## src/rtl/alu_seq_pkg.sv

```systemverilog
// alu_seq_pkg
//   Shared definitions for the serial ALU sequencer: state encoding, frame
//   length and the width rule for the inter-byte timeout counter.
package alu_seq_pkg;

    typedef enum logic [2:0] {
        GET_OP1    = 3'd0,
        GET_OP2    = 3'd1,
        GET_OPCODE = 3'd2,
        EXEC       = 3'd3,
        WAIT_TX    = 3'd4
    } seq_state_t;

    // Bytes per frame: operand 1, operand 2, opcode.
    localparam int FRAME_LEN = 3;

    localparam int TIMEOUT_CYCLES_DEFAULT = 100_000_000;

    // Counter must hold TIMEOUT_CYCLES-1; never narrower than one bit.
    function automatic int timeout_cnt_width(input int cycles);
        return (cycles > 1) ? $clog2(cycles) : 1;
    endfunction

    localparam int TIMEOUT_CNT_W = timeout_cnt_width(TIMEOUT_CYCLES_DEFAULT);

endpackage

```

## src/rtl/frame_timeout_counter.sv

```systemverilog
// frame_timeout_counter
//   Idle-cycle counter for serial framing. Counts while i_enable is high,
//   returns to zero on i_clear (which has priority), and flags o_expired
//   combinationally when an enabled cycle finds the count at CYCLES-1.
// Ports:
//   i_clock    system clock, rising edge
//   i_reset_n  asynchronous active-low reset
//   i_clear    synchronous clear of the count
//   i_enable   count this cycle
//   o_expired  enabled cycle with count at its last value
module frame_timeout_counter
    import alu_seq_pkg::*;
#(
    parameter int CYCLES = TIMEOUT_CYCLES_DEFAULT,
    parameter int CNT_W  = timeout_cnt_width(CYCLES)
) (
    input  logic i_clock,
    input  logic i_reset_n,
    input  logic i_clear,
    input  logic i_enable,
    output logic o_expired
);

    localparam logic [CNT_W-1:0] LAST = CNT_W'(CYCLES - 1);

    logic [CNT_W-1:0] count;

    always_ff @(posedge i_clock or negedge i_reset_n) begin
        if (!i_reset_n) begin
            count <= '0;
        end else if (i_clear) begin
            count <= '0;
        end else if (i_enable) begin
            count <= count + 1'b1;
        end
    end

    assign o_expired = i_enable && (count == LAST);

endmodule

```

## src/rtl/alu_uart_sequencer.sv

```systemverilog
// alu_uart_sequencer
//   Loads operand 1, operand 2 and opcode from consecutive uart_rx bytes,
//   gives the external ALU one settle cycle, then captures its result and
//   hands it to uart_tx with a start/done handshake.
// Ports:
//   i_clock, i_reset_n          clock and asynchronous active-low reset
//   i_rx_data, i_rx_valid       received byte and its one-cycle strobe
//   o_op_1, o_op_2, o_opcode    ALU operands/opcode, held between frames
//   i_alu_result                combinational ALU result
//   o_tx_data, o_tx_start       result byte and one-cycle start to uart_tx
//   i_tx_done                   transmission finished strobe
//   o_busy                      high whenever a frame is in progress
//   o_timeout_err               pulse when a frame stalls between bytes
//   o_overrun_err               pulse when a byte arrives while executing/sending
module alu_uart_sequencer
    import alu_seq_pkg::*;
#(
    parameter int NB_DATA        = 8,
    parameter int NB_OPCODE      = 6,
    parameter int TIMEOUT_CYCLES = 100_000_000
) (
    input  logic                      i_clock,
    input  logic                      i_reset_n,
    input  logic        [NB_DATA-1:0] i_rx_data,
    input  logic                      i_rx_valid,
    output logic signed [NB_DATA-1:0] o_op_1,
    output logic signed [NB_DATA-1:0] o_op_2,
    output logic      [NB_OPCODE-1:0] o_opcode,
    input  logic signed [NB_DATA-1:0] i_alu_result,
    output logic signed [NB_DATA-1:0] o_tx_data,
    output logic                      o_tx_start,
    input  logic                      i_tx_done,
    output logic                      o_busy,
    output logic                      o_timeout_err,
    output logic                      o_overrun_err
);

    localparam int CNT_W = timeout_cnt_width(TIMEOUT_CYCLES);

    seq_state_t state, state_next;

    logic load_op1, load_op2, load_opcode, capture, overrun, timeout;
    logic cnt_en, cnt_clr, cnt_expired;

    // High bits of the opcode byte are deliberately discarded.
    logic unused_rx_hi;
    assign unused_rx_hi = ^i_rx_data;

    // The counter only runs while waiting mid-frame with no byte; any byte,
    // any other state, or the expiry itself restarts it from zero.
    assign cnt_en  = ((state == GET_OP2) || (state == GET_OPCODE)) && !i_rx_valid;
    assign cnt_clr = !cnt_en || cnt_expired;

    frame_timeout_counter #(
        .CYCLES (TIMEOUT_CYCLES),
        .CNT_W  (CNT_W)
    ) u_timeout (
        .i_clock   (i_clock),
        .i_reset_n (i_reset_n),
        .i_clear   (cnt_clr),
        .i_enable  (cnt_en),
        .o_expired (cnt_expired)
    );

    always_ff @(posedge i_clock or negedge i_reset_n) begin
        if (!i_reset_n) begin
            state <= GET_OP1;
        end else begin
            state <= state_next;
        end
    end

    always_comb begin
        state_next  = state;
        load_op1    = 1'b0;
        load_op2    = 1'b0;
        load_opcode = 1'b0;
        capture     = 1'b0;
        overrun     = 1'b0;
        timeout     = 1'b0;
        case (state)
            GET_OP1: begin
                if (i_rx_valid) begin
                    load_op1   = 1'b1;
                    state_next = GET_OP2;
                end
            end
            GET_OP2: begin
                if (i_rx_valid) begin
                    load_op2   = 1'b1;
                    state_next = GET_OPCODE;
                end else if (cnt_expired) begin
                    timeout    = 1'b1;
                    state_next = GET_OP1;
                end
            end
            GET_OPCODE: begin
                if (i_rx_valid) begin
                    load_opcode = 1'b1;
                    state_next  = EXEC;
                end else if (cnt_expired) begin
                    timeout    = 1'b1;
                    state_next = GET_OP1;
                end
            end
            EXEC: begin
                // Single ALU settle cycle; result is sampled at its closing edge.
                capture    = 1'b1;
                overrun    = i_rx_valid;
                state_next = WAIT_TX;
            end
            WAIT_TX: begin
                overrun = i_rx_valid;
                // A done coinciding with our own start pulse cannot belong to
                // this transmission, so it is ignored.
                if (i_tx_done && !o_tx_start) begin
                    state_next = GET_OP1;
                end
            end
            default: state_next = GET_OP1;
        endcase
    end

    always_ff @(posedge i_clock or negedge i_reset_n) begin
        if (!i_reset_n) begin
            o_op_1        <= '0;
            o_op_2        <= '0;
            o_opcode      <= '0;
            o_tx_data     <= '0;
            o_tx_start    <= 1'b0;
            o_timeout_err <= 1'b0;
            o_overrun_err <= 1'b0;
        end else begin
            if (load_op1)    o_op_1    <= i_rx_data;
            if (load_op2)    o_op_2    <= i_rx_data;
            if (load_opcode) o_opcode  <= i_rx_data[NB_OPCODE-1:0];
            if (capture)     o_tx_data <= i_alu_result;
            o_tx_start    <= capture;
            o_timeout_err <= timeout;
            o_overrun_err <= overrun;
        end
    end

    assign o_busy = (state != GET_OP1);

endmodule

```

## config.mk

```make
export PLATFORM = sky130hd
export DESIGN_NAME = alu_uart_sequencer
export DESIGN_NICKNAME = d
export VERILOG_FILES = /design/src/rtl/alu_seq_pkg.sv /design/src/rtl/frame_timeout_counter.sv /design/src/rtl/alu_uart_sequencer.sv
export SDC_FILE = /design/constraint.sdc
export NUM_CORES = 1
export LEC_CHECK = 0
export ABC_AREA = 1
export CAP_MARGIN = 20
export CORE_ASPECT_RATIO = 0.5
export CORE_MARGIN = 8
export CORE_UTILIZATION = 30
export DETAILED_ROUTE_END_ITERATION = 8
export PLACE_DENSITY = 0.49
export SKIP_LAST_GASP = 1
export SYNTH_ARGS = -nofsm -noshare
export SYNTH_HDL_FRONTEND = slang
export SYNTH_SLANG_ARGS = --single-unit
```

## constraint.sdc

```tcl
create_clock -name i_clock -period 1.6 [get_ports i_clock]
set_input_delay 0.24 -clock i_clock [delete_from_list [all_inputs] [get_ports i_clock]]
set_output_delay 0.24 -clock i_clock [all_outputs]
set_load 0.005 [all_outputs]
```

### Word-level counts from Yosys, hierarchy flattened

Cells that the tools add are included.

* reduce and logical (&&, ||, !) cells: 14
* eq/ne operators: 7
* multiplexer cells: 17
* $add $sub $neg: 1

Operator list (count)
* $mux W27: 2
* $add A27 B1 Y27 const B: 1
* $eq A27 B27 Y1 const B: 1
* $mux W3: 5
* $pmux W3 S5: 1
* $mux W1: 9
* $eq A3 B2 Y1 const B: 2
* $ne A2 B2 Y1 const B: 2
* $reduce_or A2 Y1: 2
* $eq A3 B1 Y1 const B: 1
* $eq A3 B3 Y1 const B: 1
* $logic_and A1 B1 Y1: 3
* $logic_not A1 Y1: 3
* $logic_not A3 Y1: 1
* $reduce_bool A3 Y1: 1
* $logic_or A1 B1 Y1: 2
* $reduce_and A2 Y1: 1
* $reduce_bool A2 Y1: 1

* bits of input ports: 20
* word-level logic and storage cells: 48
* register bits after elaboration: 63
* output and inout bits: 34

### Depth between registers and ports, before layout

Gate-level depths: netlist of the first run.

* depth in word-level cells: 7
* gate-level depth with buffers: 9
* gate-level depth less buffers: 9

### By module

A second synthesis of the first run with hierarchy kept.

* cells, all modules: 407
* area, all modules: 3149.3 sq um

Modules (own cells, without submodules)
* frame_timeout_counter: cells each 252, instances 1, area an instance 1697.9 sq um
* alu_uart_sequencer: cells each 155, instances 1, area an instance 1451.4 sq um

### Worst setup path after synthesis of the first run

Ideal clock, no wire load.

* path type: flip-flop to flip-flop
* start point: register u_timeout.count[0]
* end point: register u_timeout.count[15]
* setup slack: 0.030 ns
* period minus slack after synthesis: 1.570 ns
* cell stages (with the launch flop): 10
* data arrival time: 1.452 ns
* buffers on the path: 1
* cells stage by stage: dfrtp_1 ha_1 nand3_2 inv_2 nand2_2 nor2_2 nand2_2 nand2_4 buf_6 nor2_1

* longest elaborated chain between the ends: 4
* elaborated cells on any way between the ends: 7

RTL lines
* start: declaration: RTL line frame_timeout_counter.sv:26 `logic [CNT_W-1:0] count;`
* start signal: assignment: RTL line frame_timeout_counter.sv:34 `count <= count + 1'b1;`
* parallel branches: the longest is 4 deep, another holds $add A27 B1 Y27

Several ways; the timed one is not identified. The select of a mux whose other input is x is not followed.
A chain may end at the register's enable or synchronous reset.

### Worst setup path after layout of the first run

* start point: register state[0]
* end point: output port o_busy

* longest elaborated chain between the ends: 1

RTL lines
* start: declaration: RTL line alu_uart_sequencer.sv:40 `seq_state_t state, state_next;`
* start signal: assignment: RTL line alu_uart_sequencer.sv:69 `state <= state_next;`
* $reduce_bool A3 Y1: RTL line alu_uart_sequencer.sv:144 `assign o_busy = (state != GET_OP1);`
* end: declaration: RTL line alu_uart_sequencer.sv:33 `output logic o_busy,`

Every way passes these cells.

==> out/summary.txt, run 1 <==
First-pass GRT wire length: 13400 microns
CP max-delay cell: dfrtp_1
Final Max Tran Viols: 0
CTS buffer count: 9
Max Freq: 658 MHz
Crit path arrival time: 1280 ps
CP endpoint kind: primary output
Max-Cap Viols: 0
R2R Path End: u_timeout.count[12]
Maximum vdd drop: 749 uV
Io pins: 54
Top post-synthesis cells by area: dfrtp_1, nand2_1, nor2_1, inv_1, o21ai_0
Hpwl dp: 5880 microns
Mux cell area share after synthesis: 0
H-tree depth: 3
Share of power burned in registers: 0.367
Power Internal: 4.24 mW
Combinational fraction of design power: 0.326
Post-Synth Simple-Gate Area: 0.318
Rel. slew slack: 0.755
Commonest non-fill, non-tap cells in the layout: nand2_1, nor2_1, dfrtp_1
Outcome: complete, no violations
DR DRC count: 0
Pin count of the biggest net entering global routing: 28
Synthesized netlist cell count: 390
WP buf/inv: 1
Clk Latency, worst-skew pair: 340 ps
DRT Wirelength: 7750 microns
Vias: 2573
Root buf cell: clkbuf_16
Mapped Nets: 411
Detail Route Antenna Nets: 0
Adder-Cell Fraction of Synth Area: 0.00413
Via density: 4.19
FP Rows: 26
Die Height: 87.1 microns
Clock skew: 8.69 ps
Crit Path Class: reg2out
Synth area leader: dfrtp_1
Period minus WS final: 1520 ps
Placed Cells: 596
Final period util: 0.950
Drt wl/cell: 12.6 microns
Fin. Hold Viols: 0
N_diodes: 0
Starting Density: 0.302
XOR/XNOR share of the synthesized area: 0.0434
CTS Buffer Depth: 2
Post-synthesis sequential area ratio: 0.520
Final TNS setup: 0 ps
Commonest non-fill, non-tap cell in the layout: nand2_1
Leakage Power: 1.82 nW
Synth top area share: 0.520
Largest stage delay on the critical path: 420 ps
Routability cong.: 0.802
Vias in the first global route: 2703
Flop-to-flop setup slack: 120 ps
WP data required: 1360 ps
Total congestion overflow: 0
Cells along the critical path: nor2_2 > nand2_1 > dlygate4sd2_1
Nets: 490
Net Sw Power: 1.91 mW
Filler-free cell count of the finished design: 614
Cell Pwr Density: 1470 mW/mm^2
CTS tree: done
R2R depth: 9
Clk pwr share: 0.307
Slew at the pin with the worst max-slew slack: 367 ps
RSZ-0062 raised after global routing: false
Compound-Gate Fraction of Synth Area: 0.0487
Die Area: 0.0138 sq mm
Avg Synthesized Cell Area: 7.77 sq um
CP Launch Type: flip-flop
Drt first-iter violations: 111
CP top delay family: flip-flops
Cell Area, Synth: 0.00303 sq mm
Reg2Reg Launch Point: u_timeout.count[1]
Die X: 158 microns
Distinct cells, synth: 22
Worst hold path class: in2async
P&R area growth vs syn: 38.5%
Gr usage total: 0.126
Initial antenna violation count: 0
Clock Sinks: 63
TritonRoute pass-1 iters: 4
Share of layout cells above drive strength 1: 0.124
Fillers: 1063
Core area: 0.0100 sq mm
Net Sw Frac: 0.311
Main combinational cell family by area after synthesis: simple AND/OR/NAND/NOR gates
Critical path fanouts, max: 5
FF+latch count, synth: 63
Final setup fails: 0
Synth warn: 0
Clock-pin slew of the registers on the worst-case setup and hold paths: 60 ps
Port Buffers: 53
-- cell type report --
cell class	instances	area (sq um)	share of cell area
clock inverters	6	51.3	0.0122
clock buffers	10	239	0.0570
multi-input cells	281	1260	0.300
well taps	140	175	0.0418
flip-flops and latches	63	1580	0.376
repair buffers	73	739	0.176
inverters	41	154	0.0367
-- sequential cells by signal (all words and copies together), names as in the netlist --
signal and count:
o_op_1 8, o_op_2 8, o_opcode 6, o_overrun_err 1
o_timeout_err 1, o_tx_data 8, o_tx_start 1, state 3
u_timeout.count 27
-- cell usage after synthesis --
cell	count
nand2_4	1
o21ai_0	24
inv_1	37
a21oi_1	4
clkbuf_1	2
buf_12	1
dfrtp_1	63
ha_1	1
nand3_2	1
o211ai_1	1
nor2_1	66
buf_6	1
nand3_1	16
xnor2_1	5
nand2_2	2
nand2_1	134
nor3_1	1
buf_2	1
xor2_1	10
nor2_2	13
nand4_1	2
inv_2	4
-- worst register-to-register path, cell delays in order (launching register included) --
cell,delay (ps)
dfrtp_1,370
ha_1,190
nand3_2,100
inv_2,90
nand2_2,80
nor2_2,130
nand2_2,90
nand2_4,120
buf_12,140
nor2_1,50
-- per-stage QoR --
stage	hold WS [ps]	area, sq um	util	power, mW	worst slack [ps]
after floorplan	-55.6	3030	-	3.07	29.8
after global placement	179	3880	0.388	4.30	74.6
after detailed placement	180	3880	0.388	4.31	30.8
after CTS	349	4190	0.418	6.22	54.5
after global routing	362	4200	0.419	6.60	2.14
final	349	4200	0.419	6.15	80.2
-- routing by layer --
metal / vias to the layer above / global-route usage / part of all wire
li1: 1356 / - / -
met3: 9 / 0.0406 / 0.032
met4: 0 / 0.0484 / 0.016
met5: - / 0 / 0
met2: 37 / 0.203 / 0.46
met1: 1171 / 0.154 / 0.49
-- what timing repair did --
item,CTS,global route
pin swaps,0,1
endpoints found under the hold margin,12,0
gates resized for setup,2,1
setup buffers,0,1
endpoints found under the setup margin,1,3
hold buffers,1,0
-- power groups by stage --
stage | Sequential [mW] | Clock, mW | Combinational [mW]
2_1_floorplan | 2.30 | 0 | 0.770
3_3_place_gp | 2.28 | 0 | 2.02
3_5_place_dp | 2.27 | 0 | 2.03
4_1_cts | 2.26 | 1.93 | 2.03
5_1_grt | 2.32 | 2.01 | 2.26
6_report | 2.26 | 1.89 | 2.00
-- logic make-up (layout without fill, tap and decap cells) --
kind of cell	after synthesis	count (layout)
flops	63	63
compound gates	29	29
xor+xnor	15	15
fa+ha+maj	1	1
buf+inv	46	130
simple gates	236	236
-- how the worst max path moves through the flow --
stage	cells after the start	end	slack (ps)	start
2_1_floorplan	9	u_timeout.count[15]	30	u_timeout.count[0]
3_3_place_gp	6	o_opcode[3]	70	i_rx_valid
3_5_place_dp	6	o_opcode[0]	30	i_rx_valid
4_1_cts	9	u_timeout.count[22]	50	u_timeout.count[1]
5_1_grt	9	u_timeout.count[22]	2	u_timeout.count[1]
6_report	3	o_busy	80	state[0]
Power figures use the tool's default switching activity.
==> inputs of run 2 (changes only) <==
Settings changed: ABC_CLOCK_PERIOD_IN_PS from default to 1700, PLACE_DENSITY 0.49 to 0.47.
Clock period 1.6 ns to 1.7 ns, I/O delays scaled along.
==> out/summary.txt, run 2 (synthesis results as in run 1) <==
Root buf cell: clkbuf_16 (unchanged)
Met3 usage: 0.0431 (was 0.0406)
Hold_sp: i_alu_result[2]
Critical path fanouts, max: 13 (was 5)
Period minus WS final: 1550 ps
CTS tree: done (unchanged)
Post-route core utilization: 0.408 (was 0.419)
Clock Sinks: 63 (unchanged)
Initial antenna violation count: 0 (unchanged)
Core area: 0.0100 sq mm (unchanged)
Die Area: 0.0138 sq mm (unchanged)
Io pins: 54 (unchanged)
Gr busiest metal: met2 (unchanged)
Share of layout cells above drive strength 1: 0.105 (was 0.124)
CP Launch Type: flip-flop (unchanged)
H-tree depth: 3 (unchanged)
Flop-to-flop setup slack: 150 ps (was 120 ps)
Hpwl dp: 5720 microns (was 5880 microns)
Vias in the first global route: 2606 (was 2703)
N_diodes: 0 (unchanged)
Clock-pin slew of the registers on the worst-case setup and hold paths: 60 ps (about the same)
Sequential cell area: 0.00158 sq mm (unchanged)
Die X: 158 microns (unchanged)
Commonest non-fill, non-tap cells in the layout: nand2_1, nor2_1, dfrtp_1 (unchanged)
Post-CTS Setup Bufs: 0 (unchanged)
Maximum vdd drop: 575 uV (was 749 uV)
Critical path origin: u_timeout.count[1] (was state[0])
Gr usage total: 0.122 (was 0.126)
Final period util: 0.914
Routability cong.: 0.790 (was 0.802)
FP Rows: 26 (unchanged)
Max Freq: 644 MHz
CTS buffer count: 9 (unchanged)
Worst hold path class: in2reg (was in2async)
Most flop-heavy register: u_timeout.count (unchanged)
Hold Path Stages: 3
Crit Path Class: reg2reg (was reg2out)
Pin count of the biggest net entering global routing: 38 (was 28)
R2R Path End: u_timeout.count[26] (was u_timeout.count[12])
Max-Cap Viols: 0 (unchanged)
Via density: 4.23 (was 4.19)
Commonest non-fill, non-tap cell in the layout: nand2_1 (unchanged)
Cell Pwr Density: 1380 mW/mm^2 (was 1470 mW/mm^2)
WP data required: 1920 ps (was 1360 ps)
Clk Latency, worst-skew pair: 330 ps (was 340 ps)
DR DRC count: 0 (unchanged)
Max FFs per register: 27 (unchanged)
CP endpoint kind: flip-flop (was primary output)
Final Max Tran Viols: 0 (unchanged)
Crit path arrival time: 1780 ps (was 1280 ps)
Fillers: 1053 (was 1063)
Total congestion overflow: 0 (unchanged)
Worst Slack Setup Final: 147 ps (was 80.2 ps)
CTS Buffer Depth: 2 (unchanged)
First-pass GRT wire length: 13000 microns (was 13400 microns)
Clock skew: 5.02 ps (was 8.69 ps)
Filler-free cell count of the finished design: 605 (was 614)
Hold slack: 460 ps (was 349 ps)
Starting Density: 0.302 (unchanged)
Multi-input gate area: 0.00126 sq mm (about the same)
Vias: 2558 (was 2573)
Final setup fails: 0 (unchanged)
Rel. slew slack: 0.673 (was 0.755)
TritonRoute pass-1 iters: 4 (unchanged)
Met2 global-route usage: 0.192 (was 0.203)
Nets: 481 (was 490)
Placed Cells: 587 (was 596)
R2R depth: 9 (unchanged)
Hold Path End: o_tx_data[2]
Leakage Power: 1.77 nW (was 1.82 nW)
Port Buffers: 53 (unchanged)
Die Height: 87.1 microns (unchanged)
Drt wl/cell: 12.8 microns (was 12.6 microns)
Outcome: complete, no violations (unchanged)
GR met1 Demand/Resource: 0.153 (was 0.154)
Drt first-iter violations: 148 (was 111)
Reg2Reg Launch Point: u_timeout.count[1] (unchanged)
Fin. Hold Viols: 0 (unchanged)
Slew at the pin with the worst max-slew slack: 491 ps (was 367 ps)
Pre-CTS setup slack: 88.1 ps (was 30.8 ps)
DRT Wirelength: 7760 microns (was 7750 microns)
Detail Route Antenna Nets: 0 (unchanged)
P&R area growth vs syn: 34.8% (was 38.5%)
## run 2: area by class of cell
type | count | share of cell area
clock inverters | 7 | 0.0138
repair buffers | 64 | 0.157
flip-flops and latches | 63 | 0.386
well taps | 140 | 0.0429
multi-input cells | 281 | 0.308
inverters | 41 | 0.0377
clock buffers | 9 | 0.0551
## run 2: worst max-delay path by stage
stage	end	slack, ps
6_report	u_timeout.count[26]	150
5_1_grt	u_timeout.count[25]	-2
4_1_cts	u_timeout.count[18]	140
3_5_place_dp	o_op_1[4]	90
3_3_place_gp	o_opcode[4]	100
2_1_floorplan	u_timeout.count[15]	130
## run 2: worst max-delay path: stages, from the launching register on
cell	delay, ps
dfrtp_1	360
ha_1	190
nand3_2	130
inv_2	100
nand2_2	80
nor2_2	130
nand2_2	100
nand2_4	100
clkbuf_16	190
nor2_1	60
## run 2: power breakdown
group | leakage (nW) | switching [mW] | internal (mW)
clock network | 0.136 | 0.715 | 1.00
logic | 0.802 | 0.847 | 0.978
registers | 0.829 | 0.217 | 1.90
total | 1.77 | 1.78 | 3.88
## run 2: timing repair
| action | 4_1_cts | 5_1_grt |
|---|---|---|
| hold buffers | 1 | 0 |
| hold endpoints to repair | 28 | 0 |
| endpoints found under the setup margin | 1 | 1 |
| gates cloned | 0 | 1 |
| gates resized for setup | 2 | 0 |
## run 2: through the flow
stage / power (mW) / setup TNS, ps / area, sq um
2_1_floorplan: 2.89 / 0 / 3030
6_report: 5.65 / 0 / 4080
4_1_cts: 5.71 / 0 / 4060
5_1_grt: 6.04 / -2.02 / 4080
3_3_place_gp: 3.96 / 0 / 3770
3_5_place_dp: 3.96 / 0 / 3770
## run 2: metal layers
metal | routed length [microns] | up-vias
met5 | 0 | -
met4 | 61 | 0
met3 | 349 | 5
met2 | 3610 | 35
met1 | 3730 | 1181
li1 | - | 1337
